<file path="src/rtl/cpu_cache_if.sv">
// CPU-to-cache handshake controller: one command at a time, run as a valid/ready bus request.
// Optional bus-wait timeout enabled by defining CPU_CACHE_IF_TIMEOUT_EN.
module cpu_cache_if #(
    parameter int ADDR_W         = 32,
    parameter int DATA_W         = 32,
    parameter int TIMEOUT_CYCLES = 16
) (
    input  logic              clock,
    input  logic              reset,
    input  logic              cmd_valid,
    input  logic              cmd_rw,
    input  logic [ADDR_W-1:0] cmd_addr,
    input  logic [DATA_W-1:0] cmd_wdata,
    output logic              cmd_ready,
    output logic              rsp_valid,
    output logic [DATA_W-1:0] rsp_rdata,
    output logic              rsp_err,
    output logic              valid,
    output logic              rw,
    output logic [ADDR_W-1:0] addr,
    output logic [DATA_W-1:0] wr_data,
    input  logic [DATA_W-1:0] rd_data,
    input  logic              ready
);

    localparam logic [1:0] IDLE = 2'd0;
    localparam logic [1:0] REQ  = 2'd1;
    localparam logic [1:0] DONE = 2'd2;

    if (TIMEOUT_CYCLES < 1) begin : g_bad_timeout
        $error("TIMEOUT_CYCLES must be at least 1");
    end

    logic [1:0] state;
    logic       timeout_hit;

    // Handshake outputs decode straight from state so an async reset drops valid at once.
    assign cmd_ready = (state == IDLE);
    assign valid     = (state == REQ);
    assign rsp_valid = (state == DONE);

`ifdef CPU_CACHE_IF_TIMEOUT_EN
    localparam int CNT_W = $clog2(TIMEOUT_CYCLES + 1);

    logic [CNT_W-1:0] wait_cnt;
    logic             err;

    assign timeout_hit = (state == REQ) && (wait_cnt == CNT_W'(TIMEOUT_CYCLES - 1));
    assign rsp_err     = err;

    always_ff @(posedge clock or posedge reset) begin
        if (reset) begin
            wait_cnt <= '0;
        end else if (state != REQ) begin
            wait_cnt <= '0;
        end else begin
            wait_cnt <= wait_cnt + 1'b1;
        end
    end

    // Flag is set on the REQ edge that gives up and held through DONE only.
    always_ff @(posedge clock or posedge reset) begin
        if (reset) begin
            err <= 1'b0;
        end else if (state == REQ) begin
            err <= timeout_hit & ~ready;
        end else begin
            err <= 1'b0;
        end
    end
`else
    assign timeout_hit = 1'b0;
    assign rsp_err     = 1'b0;
`endif

    always_ff @(posedge clock or posedge reset) begin
        if (reset) begin
            state     <= IDLE;
            rw        <= 1'b0;
            addr      <= '0;
            wr_data   <= '0;
            rsp_rdata <= '0;
        end else begin
            case (state)
                IDLE: begin
                    if (cmd_valid) begin
                        state   <= REQ;
                        rw      <= cmd_rw;
                        addr    <= cmd_addr;
                        wr_data <= cmd_wdata;
                    end
                end
                REQ: begin
                    if (ready) begin
                        state <= DONE;
                        if (!rw) begin
                            rsp_rdata <= rd_data;
                        end
                    end else if (timeout_hit) begin
                        state <= DONE;
                    end
                end
                DONE:    state <= IDLE;
                default: state <= IDLE;
            endcase
        end
    end

endmodule

</file>
<file path="config.mk">
export PLATFORM = sky130hd
export DESIGN_NAME = cpu_cache_if
export DESIGN_NICKNAME = d
export VERILOG_FILES = /design/src/rtl/cpu_cache_if.sv
export SDC_FILE = /design/constraint.sdc
export NUM_CORES = 1
export LEC_CHECK = 0
export CAP_MARGIN = 10
export CORE_UTILIZATION = 30
export DETAILED_ROUTE_END_ITERATION = 7
export PLACE_DENSITY = 0.73
export SYNTH_ARGS = -nofsm -noshare
export SYNTH_HDL_FRONTEND = slang
export SYNTH_SLANG_ARGS = --single-unit
export TNS_END_PERCENT = 100
</file>
<file path="constraint.sdc">
create_clock -name clock -period 10.7 [get_ports clock]
set_input_delay 3.21 -clock clock [delete_from_list [all_inputs] [get_ports clock]]
set_output_delay 3.21 -clock clock [all_outputs]
set_load 0.03 [all_outputs]
</file>
==> summary.md <==
| Metric | Value |
|---|---|
| CP Class | `reg2out` |
| Largest net degree at the start of global routing | `66` |
| Clock buffer depth | `2` |
| Slew HR | `0.4333` |
| CTS H-tree depth | `3` |
| TritonCTS clock tree | `yes` |
| R2r endpoint | `addr[5]` |
| Final nets | `522` |
| Worst Path Arrival | `1.73 ns` |
| DR vias | `2564` |
| DR vias/cell | `4.302` |
| Reg clk slew, reported paths | `0.06 ns` |
| Critical Path Start Type | `flip-flop` |
| Crit Path Max Fanout | `7` |
| GP Congestion | `0.6697` |
| CP max-delay cell | `clkdlybuf4s50_1` |
| Wire length per cell | `15.37 um` |
| Post-synthesis sequential area ratio | `0.6354` |
| Layout cells sized above 1 | `0.2736` |
| Max-cap violation count | `0` |
| Post-synth top flop | `dfrtp_1` |
| Mapped Nets | `320` |
| Setup Fix Bufs, Post-CTS | `0` |
| Number of synthesized flops with an enable pin | `0` |
| FF+latch count, synth | `99` |
| Num ports | `202` |
| Post_cts resized | `0` |
| Final setup viols | `0` |
| Total congestion overflow | `0` |
| Yosys top cell by area | `dfrtp_1` |
| Worst path bufs/invs | `1` |
| I/O Buffers | `200` |
| Layout Skew | `0.006609 ns` |
| Endpoints failing hold | `0` |
| Final cycle utilization of the critical path | `0.4613` |
| Final Core Density | `0.4973` |
| First-pass GRT wire length | `13770 um` |
| Async SR Flop Fraction | `1.000` |
| Max Clk Rate | `0.2026 GHz` |
| Detailed Route Iter0 Violations | `63` |
| Worst EP required | `7.49 ns` |
| Die Area | `0.01346 sq mm` |
| Post-Place Cells | `582` |
| Cells after synthesis | `219` |
| Clk sinks | `99` |
| Layout area overhead | `61.62%` |
| Mean Syn Cell Area | `17.80 sq um` |
| Worst-path cell chain | `nor2b_1, clkdlybuf4s50_1` |
| Share of the synthesized area in the top cell type | `0.6354` |
| Number of global-route vias before repair | `2717` |
| CP startpoint | `state[0]` |
| Starting Density | `0.3077` |
| Final slew viol count | `0` |
| Antenna Cells | `0` |
| Ys Warns | `0` |
| Antenna Nets Post-Route | `0` |
| Die H | `116 um` |
| Least-Margin Pin Slew | `0.8501 ns` |
| Distinct cells, synth | `18` |
| Finished Layout Cells | `596` |
| Post-DP HPWL | `6741 um` |
| Row count | `41` |
| Count leader, synth | `dfrtp_1` |
| RSZ-0062 raised after global routing | `false` |
| Setup slack, reg-to-reg | `8.73 ns` |
| Largest stage delay, worst path | `0.71 ns` |
| Clk root buf | `clkbuf_16` |
| Most frequent cells after synthesis | `dfrtp_1, mux2_2, mux2_4` |
| CP delay by family, top | `buffers and inverters` |
| Leakage | `2.602 nW` |
| Largest cells by area after synthesis | `dfrtp_1, mux2_2, mux2_4, buf_12, buf_6` |
| Worst-Skew Late Latency | `0.34 ns` |
| Status | `finished clean` |
| Die width | `116 um` |
| Min cycle time layout | `4.936 ns` |
| First-pass DRT Iterations | `2` |
| TritonCTS Buffers | `9` |
| Cts hold-fix bufs | `0` |
| Max IR drop VDD | `0.0001248 V` |
| Crit path to | `valid` |
| DR DRC count | `0` |
| Initial antenna violation count | `0` |
| Reg2reg start | `state[1]` |
| WP depth | `2` |
| Final TNS setup | `0 ns` |
| Power density over the cells | `302.6 mW/mm^2` |
| Worst setup EP type | `primary output` |
| Reg2Reg Depth | `3` |
| Core area | `0.01267 sq mm` |
| Post-Route WL | `9162 um` |
| HP Class | `reg2reg` |
| GRT Total Usage | `0.1371` |
| Netlist Area Pre-Place | `0.003899 sq mm` |
==> logic make-up after synthesis <==
family | Yosys count | synth area share
and+or+nand+nor | 8 | 0.01541
buffers and inverters | 13 | 0.03787
AOI/OAI and AO/OA | 1 | 0.001282
DFF | 99 | 0.6354
muxes | 97 | 0.3090
other | 1 | 0.0009618
==> routing by layer <==
| layer | wire length, um | part of all wire | vias up | global-route usage |
|---|---|---|---|---|
| met2 | 4963 | 0.54 | 98 | 0.2508 |
| met5 | 0 | 0 | - | 0 |
| met1 | 3351 | 0.37 | 1294 | 0.1387 |
| met4 | 142 | 0.015 | 0 | 0.05641 |
| li1 | - | - | 1162 | - |
| met3 | 703 | 0.077 | 10 | 0.05335 |
==> placed cells by master (no fill, tap or decap) <==
cell               n
or2b_1             1
conb_1             1
a21oi_1            1
nor4bb_4           1
nor3b_4            1
nand2b_1           1
dfrtp_1           99
buf_4              3
mux2_4            30
and2b_1            1
clkbuf_16          9
nor2_1             1
bufinv_16          1
and2_1             1
clkbuf_8           1
clkbuf_1           1
mux2_2            67
inv_4              1
nor2b_1            1
clkdlybuf4s50_1  200
clkinv_2           2
==> how the worst min path moves through the flow <==
stage,startpoint,depth (start not counted),slack (ns),endpoint
2_1_floorplan,state[1],1,0.49,state[0]
3_3_place_gp,wr_data[9],1,0.49,wr_data[9]
3_5_place_dp,addr[31],1,0.49,addr[31]
4_1_cts,wr_data[27],1,0.51,wr_data[27]
5_1_grt,rsp_rdata[24],1,0.52,rsp_rdata[24]
6_report,wr_data[27],1,0.50,wr_data[27]
==> power by group <==
part / internal, mW / leakage (nW) / switching, mW
combinational: 0.477 / 1.30 / 0.491
clock: 0.184 / 0.141 / 0.128
sequential: 0.536 / 1.17 / 0.0908
total: 1.20 / 2.60 / 0.710
==> cell type report <==
type	count	area, sq um
Fill cell	1110	6370
Sequential cell	99	2477
Timing Repair Buffer	203	2024
Multi-Input combinational cell	107	1295
Clock buffer	11	242.7
Tap cell	172	215.2
Clock inverter	3	40.04
Inverter	1	6.256
==> state kept, by name, summed over array words and instances, names as in the netlist <==
name	count
rsp_rdata	32
addr	32
rw	1
state	2
wr_data	32
==> through the flow <==
step / worst slack, ns / total power [mW] / hold WS [ns] / cell area, sq um
global route: 5.667 / 1.998 / 0.5173 / 6301
floorplan: 4.900 / 1.194 / 0.4874 / 3899
global placement: 5.581 / 1.589 / 0.4886 / 6018
finish: 5.764 / 1.907 / 0.5045 / 6301
detailed placement: 5.533 / 1.608 / 0.4945 / 6018
CTS: 5.730 / 1.933 / 0.5100 / 6301
==> worst reg2reg max path, stage by stage (launching register included) <==
cell	delay (ns)
dfrtp_1	0.48
nor3b_4	0.22
buf_4	0.63
mux2_2	0.52
Note: power is estimated with default switching activity, not from simulation.
